[config.mk]
export PLATFORM = sky130hd
export DESIGN_NAME = gen_elastic_reg
export DESIGN_NICKNAME = d
export VERILOG_FILES = /design/src/rtl/gen_elastic_reg.sv
export SDC_FILE = /design/constraint.sdc
export NUM_CORES = 1
export LEC_CHECK = 0
export BUFFER_PORTS_ARGS = -buffer_cell sky130_fd_sc_hd__buf_2
export CAP_MARGIN = 20
export CORE_MARGIN = 1.5
export CORE_UTILIZATION = 49
export CTS_BUF_LIST = sky130_fd_sc_hd__clkbuf_16
export DETAILED_ROUTE_END_ITERATION = 12
export PLACE_DENSITY = 0.77
export SETUP_SLACK_MARGIN = 0.2
export SLEW_MARGIN = 10
export SYNTH_ARGS = -nofsm -noshare
export SYNTH_HDL_FRONTEND = slang
export SYNTH_SLANG_ARGS = --single-unit
[constraint.sdc]
create_clock -name clk -period 1.9 [get_ports clk]
set_clock_uncertainty 0.15 [all_clocks]
set_input_delay 0.095 -clock clk [delete_from_list [all_inputs] [get_ports clk]]
set_output_delay 0.095 -clock clk [all_outputs]
set_load 0.005 [all_outputs]
[src/rtl/gen_elastic_reg.sv]
// gen_elastic_reg: DEPTH-entry circular elastic buffer with valid/ready on both
// sides. It sits between pipeline stages and absorbs back-pressure.
// out_data comes straight from storage, so there is never a combinational path
// from in_data to out_data. in_ready depends only on the occupancy count.
// Optional build macro: GEN_ELASTIC_PARITY_EN. When it is defined, each entry
// keeps an even-parity bit and par_err flags a corrupted head word. The port
// list is the same in both builds.
module gen_elastic_reg #(
  parameter  int WIDTH = 64,
  parameter  int DEPTH = 2,
  localparam int CNT_W = $clog2(DEPTH+1)
) (
  input  logic             clk,
  input  logic             rst_n,
  input  logic             flush,
  input  logic             in_valid,
  output logic             in_ready,
  input  logic [WIDTH-1:0] in_data,
  output logic             out_valid,
  input  logic             out_ready,
  output logic [WIDTH-1:0] out_data,
  output logic [CNT_W-1:0] count,
  output logic             par_err
);

  localparam int PTR_W = (DEPTH > 1) ? $clog2(DEPTH) : 1;

  logic [WIDTH-1:0] mem [DEPTH];
  logic [PTR_W-1:0] wr_ptr, rd_ptr;
  logic [CNT_W-1:0] cnt;
  logic             push, pop;

  // Pointers walk 0..DEPTH-1, so DEPTH does not have to be a power of two.
  function automatic logic [PTR_W-1:0] ptr_inc(input logic [PTR_W-1:0] p);
    return (p == PTR_W'(DEPTH-1)) ? '0 : p + 1'b1;
  endfunction

  assign in_ready  = (cnt != CNT_W'(DEPTH));
  assign out_valid = (cnt != '0);
  assign count     = cnt;
  assign out_data  = mem[rd_ptr];

  // A flush overrides both handshakes, so a word that arrives during a flush is dropped.
  assign push = in_valid  & in_ready  & ~flush;
  assign pop  = out_valid & out_ready & ~flush;

  // Storage array. It is cleared on reset so that out_data reads 0 while in reset.
  always_ff @(posedge clk or negedge rst_n) begin
    if (!rst_n) begin
      for (int i = 0; i < DEPTH; i++) mem[i] <= '0;
    end else if (push) begin
      mem[wr_ptr] <= in_data;
    end
  end

  // Pointer and occupancy bookkeeping. A flush returns everything to the empty state.
  always_ff @(posedge clk or negedge rst_n) begin
    if (!rst_n) begin
      wr_ptr <= '0;
      rd_ptr <= '0;
      cnt    <= '0;
    end else if (flush) begin
      wr_ptr <= '0;
      rd_ptr <= '0;
      cnt    <= '0;
    end else begin
      if (push) wr_ptr <= ptr_inc(wr_ptr);
      if (pop)  rd_ptr <= ptr_inc(rd_ptr);
      case ({push, pop})
        2'b10:   cnt <= cnt + 1'b1;
        2'b01:   cnt <= cnt - 1'b1;
        default: cnt <= cnt;
      endcase
    end
  end

`ifdef GEN_ELASTIC_PARITY_EN
  logic mem_par [DEPTH];

  // Even-parity bit that is computed when the word is pushed.
  always_ff @(posedge clk or negedge rst_n) begin
    if (!rst_n) begin
      for (int i = 0; i < DEPTH; i++) mem_par[i] <= 1'b0;
    end else if (push) begin
      mem_par[wr_ptr] <= ^in_data;
    end
  end

  assign par_err = out_valid & (^{mem[rd_ptr], mem_par[rd_ptr]});
`else
  assign par_err = 1'b0;
`endif

endmodule
==> results of run 1 <==
-- worst min-delay path, stage by stage --
cell and delay [ps]:
buf_2 100, inv_1 90, o211ai_1 190, a21oi_1 70
-- final timing paths --
kind	start	to	slack (ps)
setup / recovery	count[1]$_DFFE_PN0P_	mem[122]$_DFFE_PN0P_	-10
hold / removal	in_valid	count[1]$_DFFE_PN0P_	10
setup reg to reg	count[1]$_DFFE_PN0P_	mem[122]$_DFFE_PN0P_	-10
hold reg to reg	mem[20]$_DFFE_PN0P_	mem[20]$_DFFE_PN0P_	360
max in group asynchronous	rst_n	mem[74]$_DFFE_PN0P_	850
min in group asynchronous	rst_n	mem[70]$_DFFE_PN0P_	30
-- logic make-up after synthesis --
logic type / after synthesis
DFF: 132
AOI/OAI and AO/OA: 8
xor gates and xnor gates: 1
other: 1
and+or+nand+nor: 9
buffers and inverters: 23
muxes: 193
-- cells in the final DEF (no fill, tap or decap), drive strengths merged, types with 2 or more instances in the layout --
cell type	Yosys	layout
inv	2	4
dlygate4sd3	0	69
a21oi	4	4
mux2	192	192
o21ai	2	2
clkinv	0	8
or2	2	2
buf	14	184
bufinv	0	5
dfrtp	132	132
clkbuf	7	26
-- timing repair --
item,in CTS,in global routing
endpoints found under the setup margin,186,192
setup buffers,18,3
endpoints found under the hold margin,264,0
resized for setup,58,168
hold buffers,69,0
gates cloned,11,9
-- final cells by class --
cell class              count  area, um2
multi-input cells         212       2934
clock buffers              17      425.4
clock inverters            15      195.2
inverters                   2      7.507
fillers                   580       2043
repair buffers            262       2818
well taps                 147      183.9
flip-flops and latches    132       3304
-- where the power goes --
group / total [mW] / internal (mW) / switching [mW]
registers: 3.96 / 3.51 / 0.453
clock network: 3.52 / 2.29 / 1.23
logic: 3.37 / 2.35 / 1.02
total: 10.9 / 8.15 / 2.71
-- per-stage QoR --
step	total power [mW]	util (%)	hold WS [ps]	TNS (ps)	cells
after global routing	11.25	82.85	41.44	-1858	787
after CTS	9.751	74.20	0.1220	0	775
after global placement	5.728	57.49	-107.5	0	645
after detailed placement	5.849	57.49	-92.72	0	645
final	10.86	82.85	9.725	-54.29	787
after floorplan	5.096	-	-350.6	-4066	367
-- per-layer routing --
layer	up-vias	share of wire [%]	wire length (um)
met3	39	5.0	908
met5	-	0	0
met1	2121	39	7012
met4	0	2.3	427
met2	154	54	9845
li1	1842	-	-
-- registers in the layout (all words and copies together) (netlist names) --
name	count
wr_ptr	1
rd_ptr	1
count	2
mem	128
==> results.sh, run 1 <==
export IMPL_start_kind="flip-flop"
export IMPL_hold_path_class="in -> reg"
export IMPL_yosysUniqueCellTypes=23
export IMPL_grt_pass1_wl_um=23580
export IMPL_async_flop_share_pct=100.0
export IMPL_synth_fa_ha_area_share_pct=0
export IMPL_ys_top_cells_by_area="dfrtp_1, mux2_2, mux2_4"
export IMPL_synth_most_common_cell="mux2_2"
export IMPL_r2r_cells=7
export IMPL_crit_type="reg -> reg"
export IMPL_grt_use_met3_pct=7.124
export IMPL_drt_wirelength_per_cell_um=23.12
export IMPL_cts_tree="built"
export IMPL_period_share_pct=100.6
export IMPL_max_freq_ghz=0.5230
export IMPL_setup_viol=8
export IMPL_rows=40
export IMPL_cp_top_family="buffers and inverters"
export IMPL_synthSimpleGateAreaFrac_pct=1.306
export IMPL_critPathBufInv=4
export IMPL_ys_warn_count=0
export IMPL_hold_path_depth=4
export IMPL_cp_data_required_time_ps=2050
export IMPL_crit_cells=7
export IMPL_grt_overflow_total=0
export IMPL_vdd_ir_drop_worst_uv=725.0
export IMPL_hold_violations=0
export IMPL_violations="negative setup slack"
export IMPL_io_buffers=136
export IMPL_drtIter0Drc=190
export IMPL_wl_um=18190
export IMPL_top_usage_layer="met2"
export IMPL_place_congestion=0.7259
export IMPL_grt_setup_unrepaired="yes"
export IMPL_fp_dieH_um=113.1
export IMPL_cp_arrival_ps=2070
export IMPL_fin_area_um2=9868
export IMPL_max_stage_delay_ps=380
export IMPL_die_w_um=113.1
export IMPL_cap_violations=0
export IMPL_drive_above_1_share_pct=65.63
export IMPL_netlist_area_leader_share_pct=55.59
export IMPL_clk_path_buf_depth=2
export IMPL_numCtsBuffers=17
export IMPL_pin_count=138
export IMPL_clock_sinks=132
export IMPL_met2_usage_pct=42.46
export IMPL_avgSynthCellArea_um2=16.19
export IMPL_path_cells="and2b_2, nor4_4, buf_4, buf_12, buf_12, buf_16, mux2_4"
export IMPL_synth_xor_area_share_pct=0.1474
export IMPL_synth_cells_most_frequent="mux2_2, dfrtp_1, mux2_4, buf_2, clkbuf_1"
export IMPL_die_area_um2=12800
export IMPL_clk_pin_slew_worst_paths_ps=60
export IMPL_antenna_left=0
export IMPL_ys_flop_type="dfrtp_1"
export IMPL_synth_top_family_by_area="multiplexers"
export IMPL_synth_seq_area_share_pct=55.59
export IMPL_cts_root_buf="clkbuf_16"
export IMPL_nNetsFinal=696
export IMPL_cts_htree_levels=4
export IMPL_fin_ws_ps=-12.16
export IMPL_route_detailed_drc=0
export IMPL_grt_util_all_layers_pct=24.34
export IMPL_ys_ff_latch=132
export IMPL_first_global_vias=4468
export IMPL_post_dp_cell_area_um2=6848
export IMPL_clock_latency_ps=420
export IMPL_coreArea_um2=11910
export IMPL_routed_via_density=5.281
export IMPL_synth_compound_gate_area_share_pct=0.7581
export IMPL_firstDrtPassIters=4
export IMPL_dp_hpwl_um=7917
export IMPL_report_final_slew_viol_count=0
export IMPL_area_growth_pct=66.08
export IMPL_netlist_instances=367
export IMPL_netlist_area_um2=5942
export IMPL_antenna_cells=0
export IMPL_pre_cts_ws_ps=67.83
export IMPL_yosys_mux_area_fraction_pct=39.71
export IMPL_start_util_pct=49.88
export IMPL_vias=4156
export IMPL_powerDensity_nw_per_um2=1100
export IMPL_leakagePower_nw=4.814
export IMPL_outcome="finished, violations left"
export IMPL_grt_max_degree=67
export IMPL_gr_usage_met1_pct=29.28
export IMPL_cp_max_fo=5
export IMPL_synth_nets=436
export IMPL_fin_crit_ps=1912
export IMPL_synth_edf_count=0
export IMPL_grt_antenna_before_repair=0
export IMPL_cp_slowest_cell="dfrtp_1"
export IMPL_end_kind="flip-flop"
export IMPL_yosysTopAreaCell="dfrtp_1"
export IMPL_crit_top_cell="buf_12"
No activity file was read; power rests on OpenSTA's default activity.
==> run 2: changes to the inputs <==
Settings changed: CORE_UTILIZATION 49 to 40, PLACE_DENSITY 0.77 to default, SKIP_CTS_REPAIR_TIMING from default to 1.
==> run 2 against run 1 <==
  * Setup slack better by 83 ps
  * Non-clock buffer count is 28 lower
  * Via count is 8.2% lower
  * Cell area is 15% lower
  * Global-route usage is 7.7 points lower
  * Routed wire length is 22% lower
  * The run now ends clean
  * Clock power is 23% lower
  * First-iteration DRC count is 37% lower
==> results.sh, run 2 (synthesis gave the netlist of run 1 again) <==
export IMPL_pin_count=138
export IMPL_leakagePower_nw=3.926
export IMPL_io_buffers=136
export IMPL_final_common_cell="mux2_2"
export IMPL_p_comb_share_pct=25.2
export IMPL_dr_wl_met2_um=6557
export IMPL_die_area_um2=15600
export IMPL_clk_path_buf_depth=2
export IMPL_grt_overflow_total=0
export IMPL_routed_via_density=4.805
export IMPL_firstDrtPassIters=4
export IMPL_wl_um=14170
export IMPL_dp_hpwl_um=7702
export IMPL_cts_root_buf="clkbuf_16"
export IMPL_vdd_ir_drop_worst_uv=662.0
export IMPL_path_cells="and2b_2, inv_1, nand4b_1, buf_6, clkbuf_16, mux2_2"
export IMPL_hold_path_depth=4
export IMPL_top_layer="met4"
export IMPL_drtIter0Drc=119
export IMPL_met1Wirelength_um=6519
export IMPL_grt_setup_unrepaired="yes"
export IMPL_drive_above_1_share_pct=63.11
export IMPL_internal_power_mw=6.552
export IMPL_numCtsBuffers=17
export IMPL_cts_tree="built"
export IMPL_grt_antenna_before_repair=0
export IMPL_period_share_pct=96.27
export IMPL_grt_pass1_wl_um=20220
export IMPL_finalPower_mw=8.750
export IMPL_cp_arrival_ps=1970
export IMPL_fin_crit_ps=1829
export IMPL_switchingPower_mw=2.198
export IMPL_regMostFlops="mem"
export IMPL_start_kind="flip-flop"
export IMPL_end_kind="flip-flop"
export IMPL_die_w_um=124.9
export IMPL_final_cell_mix="mux2_2, buf_2, dfrtp_1"
export IMPL_final_util_pct=57.98
export IMPL_max_freq_ghz=0.5467
export IMPL_setup_viol=0
export IMPL_max_stage_delay_ps=380
export IMPL_route_detailed_drc=0
export IMPL_antenna_cells=0
export IMPL_r2r_cells=6
export IMPL_vias=3815
export IMPL_drt_wirelength_per_cell_um=17.85
export IMPL_p_sw_share_pct=25.13
export IMPL_clk_pin_slew_worst_paths_ps=50
export IMPL_area_growth_pct=41.82
export IMPL_p_clk_share_pct=31.0
export IMPL_cp_slowest_cell="dfrtp_1"
export IMPL_grt_max_degree=69
export IMPL_hold_path_class="in -> reg"
export IMPL_place_congestion=0.7420
export IMPL_seqPwrFrac_pct=43.8
export IMPL_cp_max_fo=15
export IMPL_clock_sinks=132
export IMPL_fp_dieH_um=124.9
export IMPL_antenna_left=0
export IMPL_powerDensity_nw_per_um2=1038
export IMPL_hold_violations=0
export IMPL_grt_util_all_layers_pct=16.61
export IMPL_outcome="complete, no violations"
export IMPL_cap_violations=0
export IMPL_met3_wirelength_um=944
export IMPL_clock_latency_ps=410
export IMPL_rows=44
export IMPL_coreArea_um2=14530
export IMPL_first_global_vias=3882
export IMPL_nNetsFinal=668
export IMPL_largest_register_ffs=128
export IMPL_start_util_pct=40.88
export IMPL_cp_data_required_time_ps=2040
export IMPL_report_final_slew_viol_count=0
export IMPL_crit_type="reg -> reg"
export IMPL_cts_htree_levels=4
## run 2: worst paths after layout
path | from | endpoint | slack [ps]
worst min-delay path | in_valid | wr_ptr$_DFFE_PN0P_ | 20
max in group asynchronous | rst_n | mem[69]$_DFFE_PN0P_ | 990
worst max register to register | count[0]$_DFFE_PN0P_ | mem[38]$_DFFE_PN0P_ | 70
worst min register to register | mem[60]$_DFFE_PN0P_ | mem[60]$_DFFE_PN0P_ | 350
worst max-delay path | count[0]$_DFFE_PN0P_ | mem[38]$_DFFE_PN0P_ | 70
min in group asynchronous | rst_n | mem[66]$_DFFE_PN0P_ | 90
## run 2: area by class of cell
type	instances	area (um2)
Sequential cell	132	3304
Timing Repair Buffer	234	1904
Inverter	2	7.507
Multi-Input combinational cell	212	2499
Fill cell	1167	6107
Clock inverter	13	56.30
Tap cell	184	230.2
Clock buffer	17	425.4
## run 2: metal layers
layer  vias to the layer above  global-route usage [%]
li1                       1780                       -
met1                      1909                   22.15
met2                       113                   24.27
met3                        13                   7.431
met4                         0                   5.214
met5                         -                       0
## run 2: critical path: cells and delay by family, from the launching register on
kind / cells / cell delay (ps)
buf+inv: 3 / 470
flops: 1 / 380
simple gates: 2 / 360
mux: 1 / 340
## run 2: through the flow
step	hold WS (ps)	instances	setup WS (ps)	area [um2]	TNS, ps
2_1_floorplan	-350.6	367	-68.44	5989	-4066
3_3_place_gp	-236.6	679	99.28	6922	0
3_5_place_dp	-235.9	679	54.26	6922	0
4_1_cts	-687.0	709	-42.38	7403	-681.8
5_1_grt	26.73	794	17.07	8427	0
6_report	24.99	794	70.89	8427	0
## run 2: power groups by stage
| stage | Sequential, mW | Clock, mW | Combinational [mW] |
|---|---|---|---|
| final | 3.83 | 2.72 | 2.20 |
| after CTS | 3.83 | 2.80 | 2.00 |
| after global routing | 3.92 | 2.95 | 2.39 |
| after global placement | 3.83 | 0 | 1.94 |
| after floorplan | 3.76 | 0 | 1.33 |
| after detailed placement | 3.87 | 0 | 1.99 |
